**config.mk**
```make
export PLATFORM = sky130hd
export DESIGN_NAME = usr_shift_sequencer
export DESIGN_NICKNAME = d
export VERILOG_FILES = /design/src/rtl/usr_shift_sequencer.sv
export SDC_FILE = /design/constraint.sdc
export NUM_CORES = 1
export LEC_CHECK = 0
export BUFFER_PORTS_ARGS = -buffer_cell sky130_fd_sc_hd__buf_2
export CAP_MARGIN = 20
export CORE_MARGIN = 2
export CORE_UTILIZATION = 48
export CTS_CLUSTER_DIAMETER = 60
export DETAILED_ROUTE_END_ITERATION = 12
export PLACE_DENSITY = 0.78
export REMOVE_ABC_BUFFERS = 1
export SLEW_MARGIN = 20
export SYNTH_ARGS = -nofsm -noshare
export SYNTH_HDL_FRONTEND = slang
export SYNTH_SLANG_ARGS = --single-unit
```
**constraint.sdc**
```tcl
create_clock -name clk -period 1.9 [get_ports clk]
set_input_delay 0.38 -clock clk [delete_from_list [all_inputs] [get_ports clk]]
set_output_delay 0.38 -clock clk [all_outputs]
set_load 0.03 [all_outputs]
```
**src/rtl/usr_shift_sequencer.sv**
```systemverilog
// Sequencer driving a universal shift register for TX (parallel-to-serial) and
// RX (serial-to-parallel) jobs, arbitrating between the two requesters.
module usr_shift_sequencer #(
  parameter int unsigned WIDTH = 5,
  parameter int unsigned CNT_W = 3
) (
  input  logic             clk,
  input  logic             rst,
  input  logic             tx_valid,
  output logic             tx_ready,
  input  logic [WIDTH-1:0] tx_data,
  input  logic             tx_dir,
  output logic             tx_done,
  input  logic             rx_req,
  input  logic             rx_dir,
  output logic             rx_valid,
  input  logic             rx_ready,
  output logic [WIDTH-1:0] rx_data,
  input  logic             pause,
  output logic [1:0]       sr_sel,
  output logic [WIDTH-1:0] sr_pi,
  input  logic [WIDTH-1:0] sr_po,
  output logic             bit_act,
  output logic             busy
);

  typedef enum logic [1:0] {IDLE, LOAD, SHIFT, RX_HOLD} state_t;
  typedef enum logic {JOB_TX, JOB_RX} job_t;

  localparam logic [1:0]       SEL_HOLD  = 2'b00;
  localparam logic [1:0]       SEL_RIGHT = 2'b01;
  localparam logic [1:0]       SEL_LEFT  = 2'b10;
  localparam logic [1:0]       SEL_LOAD  = 2'b11;
  localparam logic [CNT_W-1:0] CNT_LAST  = CNT_W'(WIDTH - 1);

  state_t           state;
  job_t             job;
  job_t             last_grant;
  logic [CNT_W-1:0] cnt;
  logic [WIDTH-1:0] tx_buf;
  logic             dir;
  logic             grant_tx;
  logic             grant_rx;
  logic             shift_en;

  // Round-robin grant: TX wins contention only if RX was served last.
  always_comb begin
    grant_tx = 1'b0;
    grant_rx = 1'b0;
    if (state == IDLE) begin
      grant_tx = tx_valid & (~rx_req | (last_grant == JOB_RX));
      grant_rx = rx_req & ~grant_tx;
    end
  end

  assign shift_en = (state == SHIFT) && !pause;
  assign tx_ready = grant_tx;
  assign rx_data  = sr_po;
  assign bit_act  = shift_en;
  assign sr_pi    = (state == LOAD) ? tx_buf : '0;

  // Shift-register control decoded from the current state.
  always_comb begin
    sr_sel = SEL_HOLD;
    case (state)
      LOAD:    sr_sel = SEL_LOAD;
      SHIFT:   if (!pause) sr_sel = dir ? SEL_LEFT : SEL_RIGHT;
      default: sr_sel = SEL_HOLD;
    endcase
  end

  always_ff @(posedge clk or posedge rst) begin
    if (rst) begin
      state      <= IDLE;
      cnt        <= '0;
      tx_buf     <= '0;
      job        <= JOB_TX;
      dir        <= 1'b0;
      last_grant <= JOB_RX;
      tx_done    <= 1'b0;
      rx_valid   <= 1'b0;
      busy       <= 1'b0;
    end else begin
      tx_done <= 1'b0;
      case (state)
        IDLE: begin
          if (grant_tx) begin
            tx_buf     <= tx_data;
            dir        <= tx_dir;
            job        <= JOB_TX;
            last_grant <= JOB_TX;
            busy       <= 1'b1;
            state      <= LOAD;
          end else if (grant_rx) begin
            dir        <= rx_dir;
            job        <= JOB_RX;
            last_grant <= JOB_RX;
            cnt        <= '0;
            busy       <= 1'b1;
            state      <= SHIFT;
          end
        end
        LOAD: begin
          cnt   <= '0;
          state <= SHIFT;
        end
        SHIFT: begin
          if (shift_en) begin
            cnt <= cnt + CNT_W'(1);
            if (cnt == CNT_LAST) begin
              if (job == JOB_TX) begin
                tx_done <= 1'b1;
                busy    <= 1'b0;
                state   <= IDLE;
              end else begin
                rx_valid <= 1'b1;
                state    <= RX_HOLD;
              end
            end
          end
        end
        RX_HOLD: begin
          if (rx_ready) begin
            rx_valid <= 1'b0;
            busy     <= 1'b0;
            state    <= IDLE;
          end
        end
        default: begin
          busy  <= 1'b0;
          state <= IDLE;
        end
      endcase
    end
  end

endmodule

```
==> run_results.csv <==
group,metric,value,unit
clocking,cts.sinks,16,
place,place_ws,0.220,ns
global_route,grt_pass1_vias,745,
run,max_cap_viol_count,0,
global_route,grt_antenna_before_repair,0,
routing,post_drt_via_cell_ratio,5.18,
synthesis,ys_seq_area_frac,0.400,
critical_path,start_kind,"register",
cells_and_area,diodes,0,
synthesis,synthCells,100,
critical_path,endpoint_kind,"primary output",
routing,detail_route.first_pass.iterations,4,
timing,finalClockSkew,0.00285,ns
status,outcome,"finished clean",
synthesis,synth_top_area_frac,0.374,
cells_and_area,drive_gt1_frac,0.440,
cells_and_area,fin_area,1220,sq um
critical_path,arrival,1.44,ns
timing,setup_ws,0.0839,ns
timing,rsz0062_at_grt,"false",
floorplanning,fp.dieH,49.7,um
floorplanning,boundaryPins,35,
timing,tightest_slew,0.608,ns
timing,post-route-min-period,1.82,ns
clocking,h-tree-depth,1,
routing,drc,0,
global_route,grt_pass1_wl,3150,um
cells_and_area,num-nets-final,151,
synthesis,synth_common_cells,"dfrtp_1 (15), nor2_1 (11), nand2_1 (9), inv_1 (8), ha_1 (7)",
power,peakVddDrop,825,uV
timing,final-setup-viol-count,0,
place,dpl_cell_area,1120,sq um
synthesis,yosys_warnings,0,
place,io_buffers,24,
clocking,postCtsHoldBufs,0,
power,power_density,1570,nW/um^2
synthesis,synth_seq_cells,16,
cells_and_area,multi_input_area,566,sq um
synthesis,synth.area.top_cells,"dfrtp_1 (37%), ha_1 (8.7%), mux2_2 (6.7%)",
cells_and_area,ff_latch_area,403,sq um
min_path,hold_class,"in -> async",
floorplanning,start_util,0.511,
critical_path,crit_type,"reg -> out",
cells_and_area,area_growth,21.9,%
power,leakagePower,0.601,nW
synthesis,avgSynthCellArea,10.0,sq um
global_route,grt_start_max_net_pins,17,
floorplanning,die_w,49.7,um
clocking,numCtsBuffers,3,
synthesis,async_reset_ff_frac,1.00,
routing,initialDrtViolationCount,23,
timing,finalHoldViolations,0,
critical_path,crit_fanout,5,
critical_path,worst-endpoint-required,1.52,ns
global_route,grt.total_usage,0.165,
floorplanning,coreArea,1960,sq um
clocking,cts_tree,"built",
synthesis,yosys.cell_count.top_type,"dfrtp_1",
synthesis,synth_edf_count,0,
clocking,clkLatencyLatePin,0.28,ns
floorplanning,row_count,16,
timing,slew_headroom,0.595,
place,dp_cells,146,
synthesis,ys_types,30,
floorplanning,die-area,2470,sq um
synthesis,synth_area,1000,sq um
place,dp_hpwl,1410,um
place,gp_congestion,0.768,
routing,drt-total-wl,1940,um
clocking,path_clk_slew,0.10,ns
synthesis,yosys.area.top_type,"dfrtp_1",
routing,wl_per_cell,12.8,um
cells_and_area,fin_cells,152,
synthesis,synth_ff_type,"dfrtp_1",
timing,max_freq,551,MHz
global_route,grt_overflow_total,0,
timing,slew_violations,0,
clocking,cts_root_buf,"clkbuf_4",
routing,vias,788,
timing,period_share,0.956,
clocking,clockBufferDepth,2,
cells_and_area,n_fill_cell,177,
routing,drtAntennaViolNets,0,
-- cell families after synthesis --
logic type,Yosys count,synth area share
and+or+nand+nor,37,0.211
AOI/OAI and AO/OA,18,0.145
DFF,16,0.400
buffers and inverters,15,0.0798
muxes,7,0.0773
adders and majority gates,7,0.0873
-- power breakdown --
part           leakage (nW)  switching (mW)  total [mW]  internal [mW]
combinational         0.390           0.594        1.09          0.495
sequential            0.190           0.110       0.604          0.494
clock                0.0210           0.108       0.224          0.117
total                 0.601           0.811        1.92           1.11
-- cell type report --
class                      instances  area share
clock buffer                       4      0.0297
inverter                           8      0.0245
sequential                        16       0.329
multi-input combinational         69       0.462
tap                               27      0.0276
timing repair buffer              28       0.127
-- state kept, by name, summed over array words and instances (netlist names) --
register and flops:
tx_buf 5, rx_valid 1, dir 1, job 1, last_grant 1, busy 1, state 2, cnt 3
tx_done 1
-- critical path: stages, from the launching register on --
cell     delay (ns)
dfrtp_2        0.46
inv_2          0.09
ha_2           0.21
nand2_2        0.11
nor2_8         0.12
buf_4          0.16
-- worst paths after layout --
path                                 start    endpoint  slack (ns)  cells after the start
worst max-delay path              state[1]    tx_ready        0.08                      5
worst min-delay path                   rst   tx_buf[3]        0.15                      2
worst max register to register      cnt[0]    state[1]        0.18                      6
worst min register to register  last_grant  last_grant        0.50                      2
max in group asynchronous              rst    state[1]        1.32                      2
min in group clk                tx_data[4]   tx_buf[4]        0.32                      2
-- layer usage --
layer / wire length, um / vias to the layer above / track usage / part of all wire
li1: - / 382 / - / -
met1: 877 / 374 / 0.203 / 0.45
met2: 955 / 30 / 0.269 / 0.49
met3: 96 / 2 / 0.0545 / 0.049
met4: 10 / 0 / 0.0556 / 0.0052
met5: 0 / - / 0 / 0
-- stage by stage --
step	power (mW)	hold WS, ns	TNS [ns]	util
after floorplan	1.33	0.293	-0.181	-
after global placement	1.54	0.480	0	0.572
after detailed placement	1.57	0.484	0	0.572
after CTS	1.84	0.167	0	0.603
after global routing	2.07	0.186	0	0.624
final	1.92	0.149	0	0.624
-- cell usage in the layout (no fill, tap or decap), types with 2 or more instances in the layout --
master	count
inv_2	2
a21oi_1	3
ha_4	2
a32o_1	3
o21a_1	3
buf_2	22
ha_1	4
o21ai_0	2
nand2_1	8
clkbuf_4	3
and2_1	5
nor2b_1	2
buf_4	6
nor2_1	11
dfrtp_1	14
inv_1	6
mux2_2	6
-- repair_timing --
item                       CTS  global route
setup buffers                2             0
gates resized for setup      5             9
pin swaps                    1             0
setup endpoints to repair    3             3
gates cloned                 0             0
No activity file was read; power rests on OpenSTA's default activity.
